File: src/rtl/julia_pkg.sv
// rtl/julia_pkg.sv - shared types and constants for the Julia-set pixel worker
package julia_pkg;

   typedef enum logic [1:0] {
      IDLE = 2'd0,
      ITER = 2'd1,
      DONE = 2'd2
   } state_e;

   localparam int FRAC     = 12;
   localparam int COORD_W  = 10;
   localparam int FIX_W    = 16;
   localparam int CENTRE_X = 320;
   localparam int CENTRE_Y = 240;

   // |z|^2 >= 4.0 expressed in the Q8.24 product domain
   localparam logic signed [32:0] ESC_THRESH = 33'sd67108864;

   // Pixel coordinate to signed Q4.12 start value: one pixel is 1/256 of a unit
   function automatic logic signed [FIX_W-1:0] centre_offset(input logic [COORD_W-1:0] p,
                                                             input int centre);
      logic signed [FIX_W-1:0] d;
      d = $signed({6'b0, p}) - 16'(centre);
      return d <<< 4;
   endfunction

endpackage

File: src/rtl/julia_worker_if.sv
// rtl/julia_worker_if.sv - dispatch job and result handshake bundle for julia_worker
interface julia_worker_if;
   import julia_pkg::*;

   logic                     dp_jw_start;
   logic [COORD_W-1:0]       x_in;
   logic [COORD_W-1:0]       y_in;
   logic signed [FIX_W-1:0]  c_re;
   logic signed [FIX_W-1:0]  c_im;
   logic                     jw_dp_ready;
   logic                     res_valid;
   logic                     res_ready;
   logic [COORD_W-1:0]       res_x;
   logic [COORD_W-1:0]       res_y;
   logic [7:0]               res_iter;

   modport master (
      output dp_jw_start, x_in, y_in, c_re, c_im, res_ready,
      input  jw_dp_ready, res_valid, res_x, res_y, res_iter
   );

   modport slave (
      input  dp_jw_start, x_in, y_in, c_re, c_im, res_ready,
      output jw_dp_ready, res_valid, res_x, res_y, res_iter
   );

endinterface

File: src/rtl/julia_step.sv
// rtl/julia_step.sv - one combinational z*z+c step with escape test
module julia_step #(
   parameter int FRAC = 12
) (
   input  logic signed [15:0] z_re_i,
   input  logic signed [15:0] z_im_i,
   input  logic signed [15:0] c_re_i,
   input  logic signed [15:0] c_im_i,
   output logic signed [15:0] nz_re_o,
   output logic signed [15:0] nz_im_o,
   output logic               escape_o
);
   import julia_pkg::*;

   logic signed [31:0] zr2;
   logic signed [31:0] zi2;
   logic signed [31:0] zri;
   logic signed [32:0] mag;
   logic signed [32:0] diff;
   logic signed [32:0] twice;

   // Q8.24 products; the 33-bit sums cannot overflow for any 16-bit operands
   always_comb begin
      zr2      = z_re_i * z_re_i;
      zi2      = z_im_i * z_im_i;
      zri      = z_re_i * z_im_i;
      mag      = 33'(zr2) + 33'(zi2);
      diff     = 33'(zr2) - 33'(zi2);
      twice    = {zri, 1'b0};
      escape_o = (mag >= ESC_THRESH);
      nz_re_o  = 16'((diff  >>> FRAC) + 33'(c_re_i));
      nz_im_o  = 16'((twice >>> FRAC) + 33'(c_im_i));
   end

endmodule

File: src/rtl/julia_worker.sv
// rtl/julia_worker.sv - per-pixel Julia iteration worker; JULIA_WORKER_PERF_EN adds perf_busy
module julia_worker #(
   parameter int MAX_ITER = 255,
   parameter int FRAC     = julia_pkg::FRAC
) (
   input  logic          clk,
   input  logic          rst,
   julia_worker_if.slave jw
`ifdef JULIA_WORKER_PERF_EN
   ,
   output logic [31:0]   perf_busy
`endif
);
   import julia_pkg::*;

   localparam logic [7:0] ITER_CAP = 8'(MAX_ITER);

   state_e                  state_q, state_d;
   logic [COORD_W-1:0]      x_q, x_d, y_q, y_d;
   logic signed [FIX_W-1:0] cre_q, cre_d, cim_q, cim_d;
   logic signed [FIX_W-1:0] zre_q, zre_d, zim_q, zim_d;
   logic [7:0]              iter_q, iter_d;

   logic signed [FIX_W-1:0] nz_re, nz_im;
   logic                    escape;

   julia_step #(.FRAC(FRAC)) u_step (
      .z_re_i   (zre_q),
      .z_im_i   (zim_q),
      .c_re_i   (cre_q),
      .c_im_i   (cim_q),
      .nz_re_o  (nz_re),
      .nz_im_o  (nz_im),
      .escape_o (escape)
   );

   assign jw.jw_dp_ready = (state_q == IDLE);
   assign jw.res_valid   = (state_q == DONE);
   assign jw.res_x       = x_q;
   assign jw.res_y       = y_q;
   assign jw.res_iter    = iter_q;

   // Job state and datapath registers; reset discards any job in flight
   always_ff @(posedge clk or posedge rst) begin
      if (rst) begin
         state_q <= IDLE;
         x_q     <= '0;
         y_q     <= '0;
         cre_q   <= '0;
         cim_q   <= '0;
         zre_q   <= '0;
         zim_q   <= '0;
         iter_q  <= '0;
      end else begin
         state_q <= state_d;
         x_q     <= x_d;
         y_q     <= y_d;
         cre_q   <= cre_d;
         cim_q   <= cim_d;
         zre_q   <= zre_d;
         zim_q   <= zim_d;
         iter_q  <= iter_d;
      end
   end

   // Next state: capture in IDLE, step z in ITER until escape or cap, hold in DONE
   always_comb begin
      state_d = state_q;
      x_d     = x_q;
      y_d     = y_q;
      cre_d   = cre_q;
      cim_d   = cim_q;
      zre_d   = zre_q;
      zim_d   = zim_q;
      iter_d  = iter_q;
      case (state_q)
         IDLE: begin
            if (jw.dp_jw_start) begin
               x_d     = jw.x_in;
               y_d     = jw.y_in;
               cre_d   = jw.c_re;
               cim_d   = jw.c_im;
               zre_d   = centre_offset(jw.x_in, CENTRE_X);
               zim_d   = centre_offset(jw.y_in, CENTRE_Y);
               iter_d  = '0;
               state_d = ITER;
            end
         end
         ITER: begin
            // The cap test comes first so iter can never pass MAX_ITER
            if (escape || (iter_q == ITER_CAP)) begin
               state_d = DONE;
            end else begin
               zre_d  = nz_re;
               zim_d  = nz_im;
               iter_d = iter_q + 8'd1;
            end
         end
         DONE: begin
            if (jw.res_ready) begin
               state_d = IDLE;
            end
         end
         default: state_d = IDLE;
      endcase
   end

`ifdef JULIA_WORKER_PERF_EN
   // Saturating count of cycles spent iterating
   always_ff @(posedge clk or posedge rst) begin
      if (rst) begin
         perf_busy <= '0;
      end else if ((state_q == ITER) && (perf_busy != 32'hFFFF_FFFF)) begin
         perf_busy <= perf_busy + 32'd1;
      end
   end
`endif

endmodule

File: src/flat_wrapper.sv
// flat-port wrapper written by rule: the top's interface ports become plain ports
module julia_worker_flat import julia_pkg::*;
#(
   parameter int MAX_ITER = 255,
   parameter int FRAC     = julia_pkg::FRAC
)
  (clk, rst, jw_dp_jw_start, jw_x_in, jw_y_in, jw_c_re, jw_c_im, jw_res_ready, jw_jw_dp_ready, jw_res_valid, jw_res_x, jw_res_y, jw_res_iter);
  julia_worker_if jw_i ();
  input  logic clk;
  input  logic rst;
  input wire logic [$bits(jw_i.dp_jw_start)-1:0] jw_dp_jw_start;
  input wire logic [$bits(jw_i.x_in)-1:0] jw_x_in;
  input wire logic [$bits(jw_i.y_in)-1:0] jw_y_in;
  input wire logic [$bits(jw_i.c_re)-1:0] jw_c_re;
  input wire logic [$bits(jw_i.c_im)-1:0] jw_c_im;
  input wire logic [$bits(jw_i.res_ready)-1:0] jw_res_ready;
  output wire logic [$bits(jw_i.jw_dp_ready)-1:0] jw_jw_dp_ready;
  output wire logic [$bits(jw_i.res_valid)-1:0] jw_res_valid;
  output wire logic [$bits(jw_i.res_x)-1:0] jw_res_x;
  output wire logic [$bits(jw_i.res_y)-1:0] jw_res_y;
  output wire logic [$bits(jw_i.res_iter)-1:0] jw_res_iter;
  assign jw_i.dp_jw_start = jw_dp_jw_start;
  assign jw_i.x_in = jw_x_in;
  assign jw_i.y_in = jw_y_in;
  assign jw_i.c_re = jw_c_re;
  assign jw_i.c_im = jw_c_im;
  assign jw_i.res_ready = jw_res_ready;
  assign jw_jw_dp_ready = jw_i.jw_dp_ready;
  assign jw_res_valid = jw_i.res_valid;
  assign jw_res_x = jw_i.res_x;
  assign jw_res_y = jw_i.res_y;
  assign jw_res_iter = jw_i.res_iter;
  julia_worker #(.MAX_ITER(MAX_ITER), .FRAC(FRAC)) u_core (.clk(clk), .rst(rst), .jw(jw_i));
endmodule
File: config.mk
export PLATFORM = sky130hd
export DESIGN_NAME = julia_worker_flat
export DESIGN_NICKNAME = d
export VERILOG_FILES = /design/src/rtl/julia_pkg.sv /design/src/rtl/julia_worker_if.sv /design/src/rtl/julia_step.sv /design/src/rtl/julia_worker.sv /design/src/flat_wrapper.sv
export SDC_FILE = /design/constraint.sdc
export NUM_CORES = 2
export LEC_CHECK = 0
export ABC_CLOCK_PERIOD_IN_PS = 27900
export BUFFER_PORTS_ARGS = -buffer_cell sky130_fd_sc_hd__buf_2
export CAP_MARGIN = 20
export CELL_PAD_IN_SITES_DETAIL_PLACEMENT = 0
export CELL_PAD_IN_SITES_GLOBAL_PLACEMENT = 1
export CORE_MARGIN = 8
export CORE_UTILIZATION = 45
export DETAILED_ROUTE_END_ITERATION = 10
export PLACE_DENSITY = 0.8
export SLEW_MARGIN = 10
export SYNTH_ARGS = -nofsm -noshare
export SYNTH_HDL_FRONTEND = slang
export SYNTH_SLANG_ARGS = --single-unit
File: constraint.sdc
create_clock -name clk -period 27.9 [get_ports clk]
set_input_delay 0 -clock clk [delete_from_list [all_inputs] [get_ports clk]]
set_output_delay 0 -clock clk [all_outputs]
set_load 0.01 [all_outputs]
# --- After elaboration in Yosys (flattened, before gate mapping) ---
# Index checks and enable logic that the tools add are counted.
classes:
  muxes: 13
  eq_ne: 7
  multipliers: 3
  order_cmp: 1
  reduce_logical: 6
  add_sub_neg: 7
op_table:
  columns: ["op", "count"]
  rows:
  - ["$mul A16 B16 Y32", 2]
  - ["$mux W16", 4]
  - ["$pmux W16 S2", 2]
  - ["$add A32 B32 Y33", 1]
  - ["$ge A33 B28 Y1 const B", 1]
  - ["$add A16 B16 Y16", 2]
  - ["$sub A28 B28 Y28", 1]
  - ["$mul A16 B16 Y27", 1]
  - ["$mux W8", 2]
  - ["$pmux W8 S2", 1]
  - ["$sub A10 B8 Y11 const B", 1]
  - ["$sub A10 B9 Y11 const B", 1]
  - ["$add A8 B1 Y8 const B", 1]
  - ["$eq A8 B8 Y1 const B", 1]
  - ["$mux W2", 3]
  - ["$ne A2 B2 Y1 const B", 3]
  - ["$pmux W2 S3", 1]
  - ["$reduce_and A3 Y1", 2]
  - ["$eq A2 B1 Y1 const B", 1]
  - ["$eq A2 B2 Y1 const B", 1]
  - ["$logic_not A2 Y1", 1]
  - ["$ne A2 B1 Y1 const B", 1]
  - ["$reduce_and A2 Y1", 1]
  - ["$reduce_bool A2 Y1", 1]
  - ["$logic_or A1 B1 Y1", 1]
totals:
  input_bits: 56
  out_inout_bits: 30
  register_bits: 94
  wordCells: 45

# --- Depth between registers and ports, before layout ---
logic_depth:
  word_depth: 6
  mapped_depth: 46
  mapped_depth_nobuf: 44

# --- Hierarchy ---
# A second synthesis with hierarchy kept.
unflattened:
  hier_cells: 3751
  hier_area_um2: 33081.7
modules_own_cells:
  columns: ["module", "instances", "area_each_um2", "seq_area_each_um2", "cells_per_inst"]
  rows:
  - ["julia_step", 1, 29021.6, 0.0, 3312]
  - ["julia_worker", 1, 4060.1, 2352.3, 439]

# --- Least setup slack after synthesis ---
# No wires, ideal clock.
synth_path:
  path_type: "reg2reg"
  from: "register u_core.zim_q[4]"
  to: "register u_core.zre_q[15]"
  setup_time_ns: 0.125
  t_required_ns: 27.775
  n_path_buf: 3
  t_arrival_ns: 9.011
  period_less_slack_ns: 9.136
  stages_incl_launch_ff: 44
  path_slack_ns: 18.764
  cell_sequence: "dfrtp_1 -> clkbuf_1 -> clkbuf_1 -> nand2_1 -> fa_1 -> inv_1 -> fa_1 -> ha_1 -> inv_1 -> fa_1 -> fa_1 -> inv_1 -> fa_1 -> ha_1 -> or4_1 -> o22ai_1 -> o21bai_1 -> a21oi_1 -> [... 8 more ...] -> inv_1 -> a21oi_1 -> o31ai_1 -> a221o_1 -> a21o_1 -> a21oi_1 -> xor2_1 -> ha_1 -> or2_2 -> a21oi_1 -> a31oi_1 -> nand4_1 -> nand4b_1 -> a21oi_1 -> xnor2_1 -> xnor2_1 -> o21ai_0 -> mux2_2"
synth_between:
  elab_chain_len: 6
  word_cells_on_any_way: 10
  classes_between: "add/sub: 3; mul: 1; order compare: 1; eq/ne: 1; mux: 2; reduce/logical: 2"
synth_lines:
  columns: ["element", "line", "source"]
  rows:
  - ["from (decl)", "julia_worker.sv:21", "logic signed [FIX_W-1:0] zre_q, zre_d, zim_q, zim_d;"]
  - ["from (signal assigned)", "julia_worker.sv:61", "zim_q <= zim_d;"]
  - ["$mul A16 B16 Y32 *", "julia_step.sv:25", "zi2 = z_im_i * z_im_i;"]
  - ["$add A32 B32 Y33", "julia_step.sv:27", "mag = 33'(zr2) + 33'(zi2);"]
  - ["$ge A33 B28 Y1", "julia_step.sv:30", "escape_o = (mag >= ESC_THRESH);"]
  - ["$logic_or A1 B1 Y1", "julia_worker.sv:91", "if (escape || (iter_q == ITER_CAP)) begin"]
  - ["$ne A2 B2 Y1 (no line)", null, null]
  - ["$reduce_and A3 Y1 (no line)", null, null]
  - ["to (signal assigned)", "julia_worker.sv:60", "zre_q <= zre_d;"]
  - ["to (decl)", "julia_worker.sv:21", null]
# Mark *: on every way between the ends. The rest lies on a longest branch, timed or not. The select of a mux whose other input is x is not followed.
# A chain may end at the register's enable or synchronous reset.

# --- Worst setup path in the final report ---
layout_path:
  from: "register u_core.zim_q[6]"
  to: "register u_core.zre_q[15]"
# Same word-level chain as after synthesis.

==> impl_metrics.ini <==
[synth]
ys.flop_type = dfrtp_1
ys_types = 70
synth.avg_cell_area_um2 = 8.80
yosys-top-cells-area = fa_1, ha_1, inv_1, dfrtp_1, nand2_1
synth-seq-cells = 94
ys_warn_count = 0
synth_top_area_share_pct = 41.9
yosysMostFrequentCell = inv_1
synthArstFlopShare_pct = 100
synthesis.nets = 4862
ys_seq_area_share_pct = 7.09
synth_commonest_cells = inv_1, fa_1, nand2_1, ha_1, nor2_1
yosys.area.top_type = fa_1
synth-edff-count = 0
synth_area_um2 = 33200
syn_inst = 3769

[clock_network]
cts.sinks = 94
clk_pin_slew_worst_paths_ns = 0.07
ctsLongestPathBuffers = 2
cts_tree = built
cts_buffers = 9
cts_resized = 0
h-tree-depth = 3
post_cts_buffers = 0
insertion_delay_ns = 0.37
root_buffer = clkbuf_16

[setup_path]
cp_data_arrival_time_ns = 10.71
cp-end-kind = flop
rr_worst_depth = 42
worstSetupPathType = flop to flop
crit_slowest_cell = dfrtp_1
r2r-start = u_core.zim_q[6]
max_stage_delay_ns = 0.72
worstSetupStartpointType = flop
cp_max_fo = 22
reg2reg_to = u_core.zre_q[15]
rrSetupSlack_ns = 17.44
cp.required_ns = 28.15

[place]
port_buffers = 85
pre_cts_ws_ns = 17.53
dp_cells = 4725
place_area_um2 = 34600
gp_congestion = 0.901
hpwl_mm = 64.8

[timing]
relSlewSlack_pct = 29.4
worstMarginPinSlew_ns = 1.06
period_share_pct = 37.5
timing.final.ws_setup_ns = 17.44
period_minus_slack_ns = 10.46
fmax_mhz = 95.6
setup_viol = 0
worst_clock_skew_ns = 0.0105
setup-tns-final_ns = 0
rsz0062_at_grt = false
drv_slew = 0
hold_viol_final = 0

[grt]
grtUsageTotal_pct = 20.6
overflow = 0
first_global_vias = 26000
grt_max_degree = 72
grt_pass1_wl_mm = 136
antenna_found_initial = 0

[final_layout]
final_cell_area_um2 = 35400
area_growth_pct = 6.72
diodes = 0
layout.nets = 4924
fin_cells = 4795
drive_above_1_share_pct = 4.77

[die]
fp.coreArea_um2 = 73000
die-area_um2 = 82700
ios = 86
die_w_um = 288
rows = 99
initial_core_util_pct = 45.5
die_y_um = 288

[route]
avgRoutedWirePerCell_um = 17.0
via_count = 24200
routed_wl_mm = 81.3
ant_nets = 0
drt_iter0_drc = 1492
drt_first_pass_iters = 5
drc = 0
viasPerCell = 5.05

[min_path]
hold_class = primary input to async pin

[run_status]
status = completed

[job]
maxCapViolations = 0
==> timing repair <==
item / in CTS / in global routing
hold buffers: 54 / 0
setup endpoints to repair: 0 / 0
endpoints found under the hold margin: 77 / 0
==> per-layer routing <==
metal / vias up / GRT usage [%] / share of wire (%)
met5: - / 0 / 0
met4: 0 / 6.97 / 3.9
met3: 98 / 3.03 / 5.8
met2: 583 / 33.9 / 47
met1: 12200 / 27.6 / 43
li1: 11400 / - / -
==> worst max-delay path: cells and delay by family (launching register included) <==
| kind | cells | cell delay (ns) |
|---|---|---|
| adders and majority gates | 9 | 3.54 |
| AOI/OAI and AO/OA | 15 | 2.77 |
| and+or+nand+nor | 7 | 1.47 |
| xor gates and xnor gates | 4 | 0.81 |
| buffers and inverters | 6 | 0.74 |
| DFF | 1 | 0.72 |
| muxes | 1 | 0.27 |
==> flip-flops by register name (all words and copies together), names as in the netlist <==
name	flops
u_core.jw.res_x	10
u_core.zim_q	16
u_core.cre_q	16
u_core.state_q	2
u_core.jw.res_y	10
u_core.jw.res_iter	8
u_core.zre_q	16
u_core.cim_q	16
==> worst max-delay path by stage <==
| stage | depth (start not counted) | slack, ns | start | to |
|---|---|---|---|---|
| after floorplan | 43 | 18.76 | u_core.zim_q[4] | u_core.zre_q[15] |
| after global placement | 42 | 17.60 | u_core.zim_q[6] | u_core.zre_q[15] |
| after detailed placement | 42 | 17.53 | u_core.zim_q[6] | u_core.zre_q[15] |
| after CTS | 42 | 17.47 | u_core.zim_q[6] | u_core.zre_q[15] |
| after global routing | 42 | 16.74 | u_core.zim_q[6] | u_core.zre_q[15] |
| final | 42 | 17.44 | u_core.zim_q[6] | u_core.zre_q[15] |
==> cell usage in the layout (no fill, tap or decap), drive strengths merged, types with 4 or more instances in the layout <==
cell / count
inv: 985
fa: 695
nand2: 481
ha: 342
nor2: 209
buf: 125
xnor2: 119
and2: 107
a21oi: 98
dfrtp: 94
o21ai: 88
dlygate4sd3: 54
xor2: 43
a21o: 39
nand3: 37
nand2b: 32
nor3: 30
a211oi: 21
mux2: 19
nor2b: 17
mux2i: 17
o21a: 15
o21bai: 13
o31ai: 11
o211ai: 11
and3: 11
nand4: 10
a31oi: 10
clkbuf: 10
or3: 8
o2111ai: 8
clkinv: 7
or4: 6
or2: 6
a31o: 5
o22ai: 4
==> per-stage QoR <==
stage / hold WS (ns) / util [%]
2_1_floorplan: 0.105 / -
3_3_place_gp: -0.0118 / 47.4
3_5_place_dp: -0.0142 / 47.4
4_1_cts: 0.142 / 48.5
5_1_grt: 0.177 / 48.5
6_report: 0.140 / 48.5
==> cell type report <==
| cell class | count | area, um2 |
|---|---|---|
| Timing Repair Buffer | 179 | 1270 |
| Inverter | 989 | 3710 |
| Tap cell | 959 | 1200 |
| Sequential cell | 94 | 2350 |
| Multi-Input combinational cell | 2558 | 26600 |
| Clock buffer | 10 | 229 |
| Fill cell | 7050 | 37500 |
| Clock inverter | 6 | 45.0 |
==> logic make-up after synthesis <==
family,Yosys count,share of synthesized area [%]
muxes,36,1.30
buffers and inverters,1117,12.7
AOI/OAI and AO/OA,361,6.98
xor gates and xnor gates,162,4.28
DFF,94,7.09
adders and majority gates,1037,54.8
and+or+nand+nor,962,12.8
Power is not shown: default switching activity piles up to over one toggle a cycle in this logic, so the estimate is an artifact.
